### src/rtl/alu_issue_arbiter.sv
// Round-robin issue arbiter: up to NUM_ALUS eligible threads win each cycle and
// their bundles are registered into per-ALU slot registers.
module alu_issue_arbiter #(
  parameter int NUM_THREADS = 4,
  parameter int NUM_ALUS    = 3,
  parameter int TID_W       = 2,
  parameter int PAYLOAD_W   = 140,
  parameter int CNT_W       = 16
) (
  input  logic                           clk,
  input  logic                           rst,
  input  logic [NUM_THREADS-1:0]         req_valid,
  input  logic [NUM_THREADS*PAYLOAD_W-1:0] req_payload,
  output logic [NUM_THREADS-1:0]         req_ready,
  input  logic [NUM_THREADS-1:0]         thread_flush,
  input  logic                           alu_stall,
  output logic [NUM_ALUS-1:0]            alu_valid,
  output logic [NUM_ALUS*TID_W-1:0]      alu_tid,
  output logic [NUM_ALUS*PAYLOAD_W-1:0]  alu_payload,
  output logic [NUM_THREADS*CNT_W-1:0]   issue_cnt
);

  localparam int SLOT_CW = $clog2(NUM_ALUS + 1);
  localparam logic [SLOT_CW-1:0] SLOTS = SLOT_CW'(NUM_ALUS);

  logic [TID_W-1:0]     rr_q, rr_d;
  logic [NUM_ALUS-1:0]  valid_q;
  logic [TID_W-1:0]     tid_q   [NUM_ALUS];
  logic [PAYLOAD_W-1:0] pl_q    [NUM_ALUS];
  logic [CNT_W-1:0]     cnt_q   [NUM_THREADS];

  logic [NUM_THREADS-1:0] elig;
  logic [NUM_THREADS-1:0] grant;
  logic [NUM_ALUS-1:0]    slot_vld;
  logic [TID_W-1:0]       slot_tid [NUM_ALUS];
  logic [PAYLOAD_W-1:0]   slot_pl  [NUM_ALUS];
  logic [TID_W-1:0]       scan_tid;
  logic [SLOT_CW-1:0]     n_grant;

  assign elig = req_valid & ~thread_flush & {NUM_THREADS{~alu_stall}};

  // Thread count is a power of two, so the TID_W-bit add wraps the scan for free.
  always_comb begin
    grant    = '0;
    slot_vld = '0;
    for (int k = 0; k < NUM_ALUS; k++) slot_tid[k] = '0;
    rr_d     = rr_q;
    n_grant  = '0;
    scan_tid = '0;
    for (int i = 0; i < NUM_THREADS; i++) begin
      scan_tid = rr_q + TID_W'(i);
      if (elig[scan_tid] && (n_grant < SLOTS)) begin
        grant[scan_tid]   = 1'b1;
        slot_vld[n_grant] = 1'b1;
        slot_tid[n_grant] = scan_tid;
        rr_d              = scan_tid + TID_W'(1);
        n_grant           = n_grant + SLOT_CW'(1);
      end
    end
  end

  assign req_ready = rst ? '0 : grant;

  always_ff @(posedge clk) begin
    if (rst) begin
      rr_q    <= '0;
      valid_q <= '0;
    end else if (!alu_stall) begin
      rr_q    <= rr_d;
      valid_q <= slot_vld;
    end
  end

  genvar gi;
  generate
    for (gi = 0; gi < NUM_ALUS; gi++) begin : g_slot
      assign slot_pl[gi] = req_payload[slot_tid[gi]*PAYLOAD_W +: PAYLOAD_W];

      // Ungranted slots keep tid/payload; only the valid bit drops.
      always_ff @(posedge clk) begin
        if (rst) begin
          tid_q[gi] <= '0;
          pl_q[gi]  <= '0;
        end else if (!alu_stall && slot_vld[gi]) begin
          tid_q[gi] <= slot_tid[gi];
          pl_q[gi]  <= slot_pl[gi];
        end
      end

      assign alu_valid[gi]                         = valid_q[gi];
      assign alu_tid[gi*TID_W +: TID_W]            = tid_q[gi];
      assign alu_payload[gi*PAYLOAD_W +: PAYLOAD_W] = pl_q[gi];
    end

    for (gi = 0; gi < NUM_THREADS; gi++) begin : g_cnt
      always_ff @(posedge clk) begin
        if (rst) begin
          cnt_q[gi] <= '0;
        end else if (grant[gi] && (cnt_q[gi] != '1)) begin
          cnt_q[gi] <= cnt_q[gi] + CNT_W'(1);
        end
      end
      assign issue_cnt[gi*CNT_W +: CNT_W] = cnt_q[gi];
    end
  endgenerate

endmodule

### config.mk
export PLATFORM = sky130hd
export DESIGN_NAME = alu_issue_arbiter
export DESIGN_NICKNAME = d
export VERILOG_FILES = /design/src/rtl/alu_issue_arbiter.sv
export SDC_FILE = /design/constraint.sdc
export NUM_CORES = 2
export LEC_CHECK = 0
export CAP_MARGIN = 10
export CORE_AREA = 2 2 415 417
export DETAILED_ROUTE_END_ITERATION = 8
export DIE_AREA = 0 0 417 419
export SLEW_MARGIN = 5
export SYNTH_ARGS = -nofsm -noshare
export SYNTH_HDL_FRONTEND = slang
export SYNTH_SLANG_ARGS = --single-unit
### constraint.sdc
create_clock -name clk -period 16.9 [get_ports clk]
set_input_delay 3.38 -clock clk [delete_from_list [all_inputs] [get_ports clk]]
set_output_delay 3.38 -clock clk [all_outputs]
set_load 0.005 [all_outputs]
==> metrics.md <==
| Metric | Value |
|---|---|
| Worst hold slack | `0.457 ns` |
| Top FF cell, synth | `edfxtp_1` |
| Mux cell area share after synthesis | `16.4%` |
| YS warnings | `0` |
| Final hold vios | `0` |
| Die area | `175000 µm²` |
| CTS-repair resized insts | `0` |
| DR WL/cell | `28.0 µm` |
| Post-CTS Setup Bufs | `0` |
| First-pass GRT wire length | `256 mm` |
| Clock transition at path regs | `0.06 ns` |
| Post-synth EDFFs | `490` |
| Max-cap violations | `0` |
| CORE AREA | `171000 µm²` |
| CTS Hold Bufs | `0` |
| WS Path Type | `in2out` |
| Antenna violations before repair | `61` |
| Critical path data required time | `13.52 ns` |
| Period utilization | `69.6%` |
| #FFs+latches synth | `495` |
| P per Cell Area | `94.1 nW/µm²` |
| Clock Tree Root | `clkbuf_16` |
| Worst slack at placement | `5.20 ns` |
| Clk sinks | `495` |
| Grt peak-use layer | `met2` |
| Crit path DAT | `8.39 ns` |
| Nets | `4911` |
| Xor-xnor portion of the synthesized cell area | `1.42%` |
| Die Wd | `417 µm` |
| PortBufs | `1067` |
| Largest cells by area after synthesis | `edfxtp_1 43%, mux2i_1 16%, nand2_1 6.6%` |
| Met2 Use GR | `32.1%` |
| Fmax | `0.0850 GHz` |
| Cell Area, Synth | `34500 µm²` |
| Starting Density | `20.2%` |
| Unique masters post-synth | `69` |
| Slew headroom | `19.0%` |
| Min Clock Period, post-route | `11.77 ns` |
| Worst hold path class | `reg2reg` |
| Worst Setup End Kind | `output pin` |
| RSZ-0062 raised after global routing | `false` |
| Htree depth | `3` |
| Mapped Cells | `3455` |
| Placed Cells | `6483` |
| Post-route ant nets | `0` |
| Critical Path Source Type | `input port` |
| Compound-gate portion of the synthesized area | `21.7%` |
| Simple-Gate Fraction of Synth Area | `11.8%` |
| Via density | `5.30` |
| Synth area leader | `edfxtp_1` |
| Die Ht | `419 µm` |
| Grt total ovfl | `0` |
| Slew at the pin closest to its max-slew limit | `1.21 ns` |
| Layout Cells excl Fill | `6647` |
| Asr flop ratio synth | `0%` |
| Final GP Congestion | `0.903` |
| Met3 usage | `5.55%` |
| IO Pins | `1068` |
| Clk Latency, worst-skew pair | `0.67 ns` |
| Vias | `35200` |
| Std cell rows | `152` |
| Met1 usage in global routing | `24.5%` |
| DP HPWL | `132 mm` |
| Area growth syn-to-layout | `43.0%` |
| Vias in the first global route | `32500` |
| Register area share after synthesis | `42.9%` |
| Pre-antenna DRT Iters | `9` |
| Status | `completed` |
| Clock skew | `0.0233 ns` |
| CTS Buf Count | `69` |
| Maximum VDD drop | `58.9 µV` |
| Top cells by count, synth | `604 x nand2_1, 563 x mux2i_1, 490 x edfxtp_1` |
| Largest net degree at the start of global routing | `117` |
| Number of DRC markers in iteration 0 | `3667` |
| Syn avg cell area | `9.99 µm²` |
| Final worst slack | `5.13 ns` |
| Largest family of logic cells by synthesized area | `compound AO/OA/AOI/OAI gates` |
| Total Routing Usage GR | `20.0%` |
| Wirelength, routed | `186 mm` |
| Fillers | `17600` |
| Crit Path Max Fanout | `85` |
| TNS Setup | `0 ns` |
| Fin. max-slew vios | `0` |
| CTS tree | `built` |
| Synth Net Count | `4045` |
| Post-synth top area share | `42.6%` |
| Leakage | `15.6 nW` |
| Share of cells above drive strength 1 | `5.67%` |
| Post-DP Area | `47100 µm²` |
| Final Instance Area | `49300 µm²` |
| Final setup violation count | `0` |
| Most frequent cell after synthesis | `nand2_1` |
| DRC | `0` |
| Adder-Cell Fraction of Synth Area | `0.711%` |
| CTS max path bufs | `3` |
| Flop-to-flop setup slack | `10.16 ns` |
-- final timing paths --
check / from / end / cells past startpoint
max: alu_stall / req_ready[3] / 15
min: alu_valid[2] / alu_valid[2] / 1
max reg2reg: rr_q[0] / pl_q[2][109] / 15
min reg2reg: alu_valid[2] / alu_valid[2] / 1
-- cells by family (layout without fill, tap and decap cells) --
group,after synthesis,after routing
AOI/OAI and AO/OA,1038,1038
xor gates and xnor gates,56,56
adders and majority gates,19,19
buffers and inverters,357,1275
DFF,495,495
muxes,565,565
other,0,41
and+or+nand+nor,925,925
-- state kept, by name, indices dropped and copies added, names as in the netlist --
name / count
pl_q: 420
rr_q: 2
alu_valid: 3
cnt_q: 64
tid_q: 6
-- power breakdown --
part	total (W)	switching (W)	internal (W)
combinational	0.00159	0.000934	0.000657
sequential	0.00158	0.0000782	0.00150
clock	0.00147	0.000640	0.000831
total	0.00464	0.00165	0.00299
-- area by class of cell --
type | instances | area [µm²] | area share, %
Multi-Input combinational cell | 2603 | 18100 | 36.7
Tap cell | 2233 | 2790 | 5.66
Inverter | 22 | 82.6 | 0.167
Clock inverter | 36 | 300 | 0.609
Sequential cell | 495 | 14800 | 30.0
Clock buffer | 87 | 1840 | 3.72
Timing Repair Buffer | 1130 | 11300 | 22.9
Antenna cell | 41 | 103 | 0.208
-- through the flow --
step / utilization, % / power [W]
after global placement: 27.6 / 0.00315
after global routing: 28.9 / 0.00482
after CTS: 28.9 / 0.00467
after floorplan: - / 0.00242
final: 28.9 / 0.00464
after detailed placement: 27.6 / 0.00318
-- layer usage --
| layer | part of all wire (%) | vias up |
|---|---|---|
| met5 | 0.14 | - |
| met4 | 5.3 | 40 |
| met3 | 9.0 | 415 |
| met2 | 47 | 2026 |
| met1 | 39 | 17600 |
| li1 | - | 15200 |
-- worst max-delay path, stage by stage --
cell and delay (ns):
clkdlybuf4s50_1 0.51, buf_4 0.26, nor4b_1 0.12, o21ai_0 0.35, nand2_1 0.30, inv_1 0.16
ha_1 0.26, a211oi_1 0.12, nor4_4 0.35, buf_12 0.44, o21ai_0 0.31, o21ai_0 0.84
nand2_1 0.27, inv_1 0.13, clkdlybuf4s50_1 0.56
-- cell usage in the layout (no fill, tap or decap), drive strengths merged, types with 3 or more instances in the layout --
master / n
clkdlybuf4s50: 1067
nand2: 605
mux2i: 563
edfxtp: 490
a21oi: 290
o22ai: 283
and2: 144
a211oi: 143
a2111oi: 142
a221oi: 141
clkbuf: 87
nor2: 86
buf: 63
diode: 41
xor2: 35
clkinv: 28
nand3: 27
inv: 24
xnor2: 21
ha: 18
o21ai: 17
and3: 15
nand4: 12
nor3: 7
dfxtp: 5
and4: 5
or2: 4
bufinv: 4
nor4b: 3
nor4bb: 3
a21o: 3
a222oi: 3
nor2b: 3
a21boi: 3
nand2b: 3
Note: power is estimated with default switching activity, not from simulation.
